`config.mk`:
```
export PLATFORM = sky130hd
export DESIGN_NAME = exc_ctrl
export DESIGN_NICKNAME = d
export VERILOG_FILES = /design/src/rtl/exc_ctrl.sv
export SDC_FILE = /design/constraint.sdc
export NUM_CORES = 1
export LEC_CHECK = 0
export BUFFER_PORTS_ARGS = -buffer_cell sky130_fd_sc_hd__buf_2
export CAP_MARGIN = 20
export CORE_MARGIN = 2
export CORE_UTILIZATION = 46
export CTS_BUF_LIST = sky130_fd_sc_hd__clkbuf_8
export CTS_CLUSTER_DIAMETER = 120
export DETAILED_ROUTE_END_ITERATION = 10
export PLACE_DENSITY = 0.91
export SYNTH_ARGS = -nofsm -noshare
export SYNTH_HDL_FRONTEND = slang
export SYNTH_SLANG_ARGS = --single-unit
```
`constraint.sdc`:
```
create_clock -name clk -period 3.6 [get_ports clk]
set_input_delay 0.36 -clock clk [delete_from_list [all_inputs] [get_ports clk]]
set_output_delay 0.36 -clock clk [all_outputs]
set_load 0.05 [all_outputs]
```
`src/rtl/exc_ctrl.sv`:
```
// Exception/interrupt controller at the MEM/WB boundary: prioritises the leaving
// instruction's faults, synchronised interrupts and ERET, then flushes, drains and redirects.
module exc_ctrl #(
  parameter logic [31:0] EXC_VECTOR  = 32'hBFC00380,
  parameter int          SYNC_STAGES = 2
) (
  input  logic        clk,
  input  logic        rst,
  input  logic        m_valid,
  input  logic        m_stall,
  input  logic [31:0] m_pc,
  input  logic        m_bd,
  input  logic [6:0]  m_exc,
  input  logic [31:0] m_badaddr,
  input  logic        m_eret,
  input  logic        bus_busy,
  input  logic [5:0]  hw_int,
  input  logic [1:0]  sw_ip,
  input  logic [7:0]  status_im,
  input  logic        status_ie,
  input  logic        status_exl,
  input  logic [31:0] epc_in,
  output logic [5:0]  ip_hw,
  output logic        cp0_en,
  output logic        cp0_bd,
  output logic        cp0_exl,
  output logic [4:0]  cp0_exc,
  output logic [31:0] cp0_epc,
  output logic [31:0] cp0_bva,
  output logic        cp0_eret,
  output logic        flush,
  output logic        redirect_valid,
  output logic [31:0] redirect_pc,
  output logic [1:0]  dbg_state
);

  localparam logic [1:0] S_IDLE  = 2'd0;
  localparam logic [1:0] S_DRAIN = 2'd1;
  localparam logic [1:0] S_REDIR = 2'd2;

  logic [1:0]  state;
  logic [5:0]  sync_q [SYNC_STAGES];
  logic        int_pend;
  logic        ev_take;
  logic        ev_eret;
  logic [4:0]  ev_code;
  logic [31:0] ev_bva;
  logic [31:0] ev_epc;
  logic        lat_eret;
  logic        lat_bd;
  logic [4:0]  lat_code;
  logic [31:0] lat_epc;
  logic [31:0] lat_bva;

  always_ff @(posedge clk or negedge rst) begin
    if (!rst) begin
      for (int i = 0; i < SYNC_STAGES; i++) sync_q[i] <= '0;
    end else begin
      sync_q[0] <= hw_int;
      for (int i = 1; i < SYNC_STAGES; i++) sync_q[i] <= sync_q[i-1];
    end
  end

  assign ip_hw    = sync_q[SYNC_STAGES-1];
  assign int_pend = status_ie & ~status_exl & (|({ip_hw, sw_ip} & status_im));

  // Interrupt beats every fault flag; ERET only wins when nothing else is pending.
  always_comb begin
    ev_code = 5'd0;
    ev_bva  = 32'd0;
    ev_eret = 1'b0;
    if (int_pend)      ev_code = 5'd0;
    else if (m_exc[6]) begin ev_code = 5'd4; ev_bva = m_pc; end
    else if (m_exc[5]) ev_code = 5'd10;
    else if (m_exc[4]) ev_code = 5'd12;
    else if (m_exc[3]) ev_code = 5'd8;
    else if (m_exc[2]) ev_code = 5'd9;
    else if (m_exc[1]) begin ev_code = 5'd4; ev_bva = m_badaddr; end
    else if (m_exc[0]) begin ev_code = 5'd5; ev_bva = m_badaddr; end
    else               ev_eret = m_eret;
  end

  assign ev_epc  = m_bd ? (m_pc - 32'd4) : m_pc;
  assign ev_take = (state == S_IDLE) & m_valid & ~m_stall & (int_pend | (|m_exc) | m_eret);

  always_ff @(posedge clk or negedge rst) begin
    if (!rst) begin
      state    <= S_IDLE;
      lat_eret <= 1'b0;
      lat_bd   <= 1'b0;
      lat_code <= 5'd0;
      lat_epc  <= 32'd0;
      lat_bva  <= 32'd0;
    end else begin
      case (state)
        S_IDLE: begin
          if (ev_take) begin
            state    <= bus_busy ? S_DRAIN : S_REDIR;
            lat_eret <= ev_eret;
            lat_bd   <= m_bd;
            lat_code <= ev_code;
            lat_epc  <= ev_epc;
            lat_bva  <= ev_bva;
          end
        end
        S_DRAIN: if (!bus_busy) state <= S_REDIR;
        S_REDIR: state <= S_IDLE;
        default: state <= S_IDLE;
      endcase
    end
  end

  // Strobes decode straight from state so an async reset clears them at once.
  assign flush          = (state == S_DRAIN) | (state == S_REDIR);
  assign redirect_valid = (state == S_REDIR);
  assign cp0_en         = redirect_valid & ~lat_eret;
  assign cp0_exl        = redirect_valid & ~lat_eret;
  assign cp0_eret       = redirect_valid & lat_eret;
  assign redirect_pc    = redirect_valid ? (lat_eret ? epc_in : EXC_VECTOR) : 32'd0;
  assign cp0_bd         = lat_bd;
  assign cp0_exc        = lat_code;
  assign cp0_epc        = lat_epc;
  assign cp0_bva        = lat_bva;
  assign dbg_state      = state;

endmodule

```
==> results.cfg <==
[sta]
tightest_slew_ps = 847.7
whs_ps = -5.733
setup_viol_count_final = 0
clock.fmax_ghz = 0.3938
finClkSkew_ps = 13.00
period_share = 0.7055
relSlewSlack = 0.4349
hold_viol = 4
fin_setup_tns_ps = 0
fin_crit_ps = 2540
slew_viol_final = 0
rsz0062_at_grt = false

[outcome]
outcome = complete, but fails checks
violations = hold timing

[setup_path]
crit_path_max_fanout = 35
r2r_slack_ps = 1110
ff2ff_path_depth = 6
path_class = reg -> out
start_kind = flip-flop
arrival_ps = 2180
required_ps = 3240
cp-end-kind = output pin

[pwr]
ir_drop_mv = 0.5232
leakagePower_nw = 2.948
powerDensity_nw_per_um2 = 855.8
finalPower_w = 0.005172

[global_route]
antenna_found_initial = 0
gr-total-overflow = 0
grtUsageTotal = 0.2649
grt_pass1_vias = 4382
grt_pass1_wl_mm = 21.52
grt_max_degree = 85

[logic_synthesis]
yosysWarnings = 0
ys_top_cells_by_area = dfrtp_1 (46%), o2bb2ai_1 (6.4%), a22oi_1 (6.0%)
synth_enable_flop_cells = 0
synthesis.area_um2 = 4533
netlist.area_leader.share = 0.4637
yosys.area.top_type = dfrtp_1
synth_seq_cells = 84
syn-num-nets = 569
seq_area_frac_synth = 0.4637
synth_cell_types = 52
synthCells = 437
async_flop_share = 1.000
synthFlopType = dfrtp_1
avgSynthCellArea_um2 = 10.37

[clock_tree]
cts_resized = 0
postCtsSetupRepairBufs = 0
cts_hold_buf = 0
clkLatencyLatePin_ps = 360
clockRootBuffer = clkbuf_8
cts.htree.levels = 3
numCtsBuffers = 9
cts_buffer_depth = 2
clkTransAtPathRegs_ps = 80
clock_sinks = 84
cts_tree = built

[finish]
fin_cells = 790
layout_common_cells = buf_2 (240), dfrtp_1 (84), a22oi_1 (36)
antennaDiodeCount = 0
drive_gt1_frac = 0.4475
nets = 785
multi_input_area_um2 = 2173
final_common_cell = buf_2
seqCellArea_um2 = 2102
syn_to_final_growth_pct = 33.32
fillers = 819

[route]
first_pass_iters = 5
wirelength_mm = 14.63
via_per_inst = 5.856
drc = 0
via_count = 4626
ant_nets = 0
wl_per_cell_um = 18.52
drt_iter0_drc = 357

[floorplanning]
start_util = 0.4681
rows = 36
die_w_um = 103.3
core_area_um2 = 9684
ios = 243
die_area_um2 = 10660
dieHeight_um = 103.3

[placement]
dpl.cell_count = 774
gp_congestion = 0.9766
post-dp-hpwl_mm = 11.20
port_buffers = 241

[worst_hold_path]
min_path_type = in -> async

[job]
cap_violations = 0
-- synth_stat cells, types with 6 or more instances --
master,instances
a22oi_1,36
buf_4,8
o31ai_1,9
o2bb2ai_1,33
xnor2_1,7
a31oi_1,16
nor4_1,9
inv_1,22
a21oi_1,7
clkbuf_1,32
or4_1,15
and3_1,20
nand2_1,7
a211oi_1,16
or3_1,9
a21boi_0,12
nor2_1,8
dfrtp_1,84
xor2_1,6
mux2_2,17
-- where the power goes --
| group | leakage [nW] | total (W) | internal, W | switching [W] |
|---|---|---|---|---|
| sequential | 1.03 | 0.00151 | 0.00128 | 0.000232 |
| combinational | 1.80 | 0.00288 | 0.000696 | 0.00218 |
| clock | 0.122 | 0.000782 | 0.000454 | 0.000328 |
-- cell type report --
type	instances	area share
Clock buffer	9	0.02050
Clock inverter	6	0.01760
Inverter	22	0.01366
Multi-Input combinational cell	286	0.3596
Sequential cell	84	0.3478
Tap cell	133	0.02754
Timing Repair Buffer	250	0.2133
-- metal layers --
layer  vias up  GRT usage  routed length (um)
met1      2204     0.3213                5726
li1       2109          -                   -
met4         0     0.1417                 486
met5         -          0                   0
met2       268     0.4500                7302
met3        45    0.04772                1117
-- logic make-up after synthesis --
group	after synthesis	synth area share
simple gates	102	0.1444
other cells	1	0.0008272
buf+inv	67	0.06293
xor+xnor	13	0.02512
compound gates	147	0.2454
fa+ha+maj	4	0.01104
mux	19	0.04665
flops	84	0.4637
-- sequential cells by signal, summed over array words and instances (netlist names) --
register	count
sync_q	6
dbg_state	2
ip_hw	6
cp0_epc	32
lat_eret	1
cp0_bd	1
cp0_bva	32
cp0_exc	4
-- worst max-delay path: stages (launching register included) --
cell      delay (ps)
dfrtp_1          410
inv_1            110
ha_1             720
a21boi_0         270
buf_2            300
-- worst paths after layout --
check | startpoint | to
min in group clk | hw_int[2] | sync_q[8]
max | dbg_state[0] | redirect_pc[9]
max reg2reg | ip_hw[4] | cp0_bva[24]
min | rst | cp0_epc[4]
min reg2reg | sync_q[11] | ip_hw[5]
max in group asynchronous | rst | cp0_bva[17]
-- per-stage QoR --
step	cell area (um2)	hold slack (ps)	worst slack, ps	util
floorplan	4533	64.41	505.1	-
global placement	5793	335.5	1006	0.5982
detailed placement	5793	342.5	930.2	0.5982
CTS	6023	92.98	1036	0.6220
global route	6043	28.85	895.5	0.6240
finish	6043	-5.733	1060	0.6240
(Power assumes the default switching activity.)
